**src/rtl/serial_adder_ctrl.sv**
```systemverilog
// Bit-serial WIDTH-bit adder: one shared 1-bit full-adder cell stepped
// LSB-first with a registered carry, trading latency for area.

module oneBit_full_adder (
  input  logic a,
  input  logic b,
  input  logic c,
  output logic sum,
  output logic carry
);

  assign sum   = a ^ b ^ c;
  assign carry = (a & b) | (c & (a ^ b));

endmodule

module serial_adder_ctrl #(
  parameter int WIDTH = 8
) (
  input  logic             clk,
  input  logic             rst,
  input  logic             start,
  input  logic [WIDTH-1:0] a_in,
  input  logic [WIDTH-1:0] b_in,
  input  logic             cin,
  output logic             busy,
  output logic             done,
  output logic [WIDTH-1:0] sum_out,
  output logic             cout
);

  localparam int CW = $clog2(WIDTH + 1);

  typedef enum logic [1:0] {
    IDLE,
    RUN,
    DONE
  } state_t;

  state_t           state;
  logic [WIDTH-1:0] a_sr;
  logic [WIDTH-1:0] b_sr;
  logic [WIDTH-1:0] res;
  logic [WIDTH-1:0] res_next;
  logic             carry_q;
  logic [CW-1:0]    cnt;
  logic             fa_sum;
  logic             fa_carry;
  logic             last_bit;

  oneBit_full_adder u_fa (
    .a     (a_sr[0]),
    .b     (b_sr[0]),
    .c     (carry_q),
    .sum   (fa_sum),
    .carry (fa_carry)
  );

  // Next result value: shift right, new sum bit enters at the MSB.
  // Written with shifts so WIDTH=1 needs no special-case slicing.
  always_comb begin
    res_next = (res >> 1) | (WIDTH'(fa_sum) << (WIDTH - 1));
    last_bit = (cnt == CW'(WIDTH - 1));
  end

  // Controller FSM with datapath registers and registered outputs.
  always_ff @(posedge clk or posedge rst) begin
    if (rst) begin
      state   <= IDLE;
      a_sr    <= '0;
      b_sr    <= '0;
      res     <= '0;
      carry_q <= 1'b0;
      cnt     <= '0;
      busy    <= 1'b0;
      done    <= 1'b0;
      sum_out <= '0;
      cout    <= 1'b0;
    end else begin
      unique case (state)
        IDLE: begin
          done <= 1'b0;
          if (start) begin
            a_sr    <= a_in;
            b_sr    <= b_in;
            carry_q <= cin;
            cnt     <= '0;
            busy    <= 1'b1;
            state   <= RUN;
          end
        end
        RUN: begin
          a_sr    <= a_sr >> 1;
          b_sr    <= b_sr >> 1;
          res     <= res_next;
          carry_q <= fa_carry;
          cnt     <= cnt + CW'(1);
          if (last_bit) begin
            sum_out <= res_next;
            cout    <= fa_carry;
            done    <= 1'b1;
            state   <= DONE;
          end
        end
        DONE: begin
          done  <= 1'b0;
          busy  <= 1'b0;
          state <= IDLE;
        end
        default: begin
          done  <= 1'b0;
          busy  <= 1'b0;
          state <= IDLE;
        end
      endcase
    end
  end

endmodule

```
**config.mk**
```make
export PLATFORM = sky130hd
export DESIGN_NAME = serial_adder_ctrl
export DESIGN_NICKNAME = d
export VERILOG_FILES = /design/src/rtl/serial_adder_ctrl.sv
export SDC_FILE = /design/constraint.sdc
export NUM_CORES = 1
export LEC_CHECK = 0
export ABC_AREA = 1
export CAP_MARGIN = 20
export CORE_MARGIN = 5
export CORE_UTILIZATION = 51
export CTS_CLUSTER_SIZE = 28
export DETAILED_ROUTE_END_ITERATION = 8
export PLACE_DENSITY = 0.81
export SLEW_MARGIN = 25
export SYNTH_ARGS = -nofsm -noshare
export SYNTH_HDL_FRONTEND = slang
export SYNTH_HIERARCHICAL = 1
export SYNTH_SLANG_ARGS = --single-unit
```
**constraint.sdc**
```tcl
create_clock -name clk -period 1.7 [get_ports clk]
set_clock_uncertainty 0.15 [all_clocks]
set_input_delay 0.255 -clock clk [delete_from_list [all_inputs] [get_ports clk]]
set_output_delay 0.255 -clock clk [all_outputs]
set_load 0.02 [all_outputs]
```
==> key figures <==
Yosys
  – Prevailing post-synth register cell: dfrtp_1
  – Most frequent cells after synthesis: nand2_1 (76), nand3_1 (47), dfrtp_1 (41)
  – Ys Warns: 6
  – #FFs+latches synth: ~40
  – Largest area contributor in the netlist: dfrtp_1
  – Distinct cells, synth: 17
  – Netlist Area Pre-Place: about 1800 um2
  – Sequential area share after synthesis: 0.575
  – Count leader, synth: nand2_1
  – Avg Cell Area, Syn: 9.01 um2
  – Synthesized Nets: 220
  – Number of flops mapped to enable cells by yosys: 0
  – Async SR Flop Fraction: 1.00
  – Synth top area share: 0.575
  – Post-Synthesis Cells: between 150 and 200
  – Top cells by area, synth: dfrtp_1 (58%), nand2_1 (16%), nand3_1 (13%)

Drt
  – Routed via count: between 1,000 and 1,500
  – Iteration-0 DRC Markers: 84
  – Vias per cell: between 5 and 6
  – Final wirelength: 3270 um
  – Routed Antenna Nets: 0
  – First-pass DRT Iterations: 4
  – Remaining DRCs: 0
  – Average wire per standard cell: between 10 and 15 um

Global routing
  – Vias in the first global route: roughly 1,300
  – Total grt overflow: 0
  – GRT Overall Usage: 0.146
  – First-pass GRT wire length: ~5800 um
  – Largest net degree at the start of global routing: between 40 and 50
  – Initial antenna violation count: 0

Critical path
  – CP delay by family, top: simple AND/OR/NAND/NOR gates
  – Crit path kind: reg2reg
  – CP bufs+invs: 0
  – Nature of the critical path endpoint: register
  – Setup crit start kind: register
  – Req. time, crit path: 1.80 ns
  – CP Max Fanout: 12
  – Critical path's slowest cell: dfrtp_1
  – CP cell instances: ha_1 -> nand2_2 -> nor2_4 -> nand2_2 -> nand2_1 -> nand2_1
  – Worst R2R Setup Slack: around 0.17 ns
  – Worst path arrival time: 1.63 ns
  – Max incr delay on CP: 0.43 ns

Outcome
  – Run status: finished clean

Power and ir drop
  – Leakage: around 1.1 nW
  – PwrDens: approximately 1700 nW/um2
  – Post-layout total power: about 0.0037 W
  – Peak supply drop: 696 uV

Place
  – Routability cong.: 0.763
  – Hpwl dp: around 2200 um
  – Port bufs: 30

CTS
  – Worst-Skew Late Latency: between 0.3 and 0.4 ns
  – Postcts setup bufs: 0
  – CTS Buffer Depth: 2
  – Num Clock Sinks: between 40 and 50
  – Max H-tree Level: 2
  – Root buffer cell: clkbuf_4
  – Clock transition at path regs: roughly 0.12 ns
  – TritonCTS clock tree: yes
  – Num CTS Buffers: 5

Layout
  – Area of the multi-input gates: between 600 and 700 um2
  – Storage element area: about 1000 um2
  – Nets: around 250
  – # diodes: 0
  – Layout cells sized above 1: 0.0909
  – Fillers: between 300 and 400
  – P&R area growth vs syn: 23.2%

Timing
  – Setup violators final: 0
  – Final Slew Violations: 0
  – Final hold viol count: 0
  – Final period utilization: 0.901
  – Setup tns final: 0 ns
  – Slew @ Worst Pin: between 0.3 and 0.4 ns
  – Fin crit period: around 1.5 ns
  – Hold WS: 0.0972 ns
  – Max Freq: approximately 650 MHz
  – Rel. slew slack: 0.793
  – RSZ-0062 raised after global routing: false

Hold path
  – Hold Crit Class: in2async

Floorplan
  – Site Rows: 21
  – Die height: between 60 and 70 um
  – IO Count: 31
  – Initial core utilization: 0.531
  – DIE AREA: 4780 um2
  – Chip Width: about 70 um
  – Core area: 3360 um2

Job
  – Max cap viols: 0
==> flip-flops by register name, summed over array words and instances, names as in the netlist <==
name / flops
busy: 1
carry_q: 1
state: 2
res: 7
a_sr: 8
cnt: 4
done: 1
cout: 1
sum_out: 8
b_sr: 8
==> layout by cell type (no fill, tap or decap) <==
| cell type | synthesis | layout |
|---|---|---|
| nor2_1 | 3 | 3 |
| o21ai_0 | 2 | 2 |
| inv_4 | 1 | 1 |
| nand2_1 | 76 | 76 |
| clkinvlp_4 | 0 | 1 |
| dfrtp_1 | 41 | 41 |
| o21ai_1 | 3 | 3 |
| bufinv_16 | 0 | 1 |
| buf_12 | 0 | 2 |
| nand4_1 | 1 | 1 |
| inv_2 | 1 | 1 |
| dlygate4sd2_1 | 0 | 11 |
| clkbuf_8 | 0 | 1 |
| nand3_1 | 47 | 47 |
| fa_1 | 1 | 1 |
| buf_4 | 0 | 3 |
| nand2_4 | 1 | 1 |
| clkdlybuf4s50_1 | 0 | 19 |
| nand2_2 | 3 | 3 |
| nor2_4 | 2 | 2 |
| clkbuf_4 | 0 | 5 |
| ha_1 | 1 | 1 |
| inv_1 | 5 | 5 |
==> power breakdown <==
part	internal, W	switching, W	total, W
Clock	0.000349	0.000315	0.000664
Sequential	0.00139	0.000268	0.00166
Combinational	0.000537	0.000852	0.00139
==> worst reg2reg max path, delay by kind of cell, from the launching register on <==
family / cells / cell delay (ns)
AND/OR/NAND/NOR: 5 / 0.65
flip-flops: 1 / 0.43
adder cells (fa/ha/maj): 1 / 0.20
==> repair_timing <==
action	in CTS	in global routing
hold buffers	0	0
endpoints found under the setup margin	11	0
resized for setup	11	0
hold endpoints to repair	0	0
==> layout make-up <==
cell class | count | share of cell area
Sequential cell | 41 | 0.467
Multi-Input combinational cell | 140 | 0.295
Timing Repair Buffer | 35 | 0.159
Tap cell | 46 | 0.0262
Clock buffer | 6 | 0.0233
Clock inverter | 2 | 0.0171
Inverter | 7 | 0.0131
==> metal layers <==
| layer | track usage | wire, um |
|---|---|---|
| met5 | 0 | 0 |
| met4 | 0.0521 | 48 |
| met3 | 0.0552 | 213 |
| met2 | 0.228 | 1430 |
| met1 | 0.186 | 1580 |
==> per-stage QoR <==
stage	cells	instance area, um2	setup slack, ns	util
after floorplan	198	1780	0.349	-
after global placement	269	2120	0.225	0.631
after detailed placement	269	2120	0.189	0.631
after CTS	277	2200	0.162	0.654
after global routing	277	2200	0.0596	0.654
final	277	2200	0.169	0.654
==> cells by family after synthesis <==
logic type	Yosys count	share of synthesized area
simple gates	133	0.331
buf+inv	17	0.0617
flops	41	0.575
compound gates	5	0.0140
fa+ha+maj	2	0.0182
==> path summary, 6_finish.rpt <==
| kind | start | endpoint | cells after the start |
|---|---|---|---|
| max in group asynchronous | rst | cnt[1] | 3 |
| setup reg to reg | cnt[0] | sum_out[7] | 6 |
| hold / removal | rst | b_sr[4] | 3 |
| hold reg to reg | cout | cout | 2 |
| min in group clk | a_in[7] | a_sr[7] | 3 |
| setup / recovery | cnt[0] | sum_out[7] | 6 |
No activity file was read; power rests on OpenSTA's default activity.
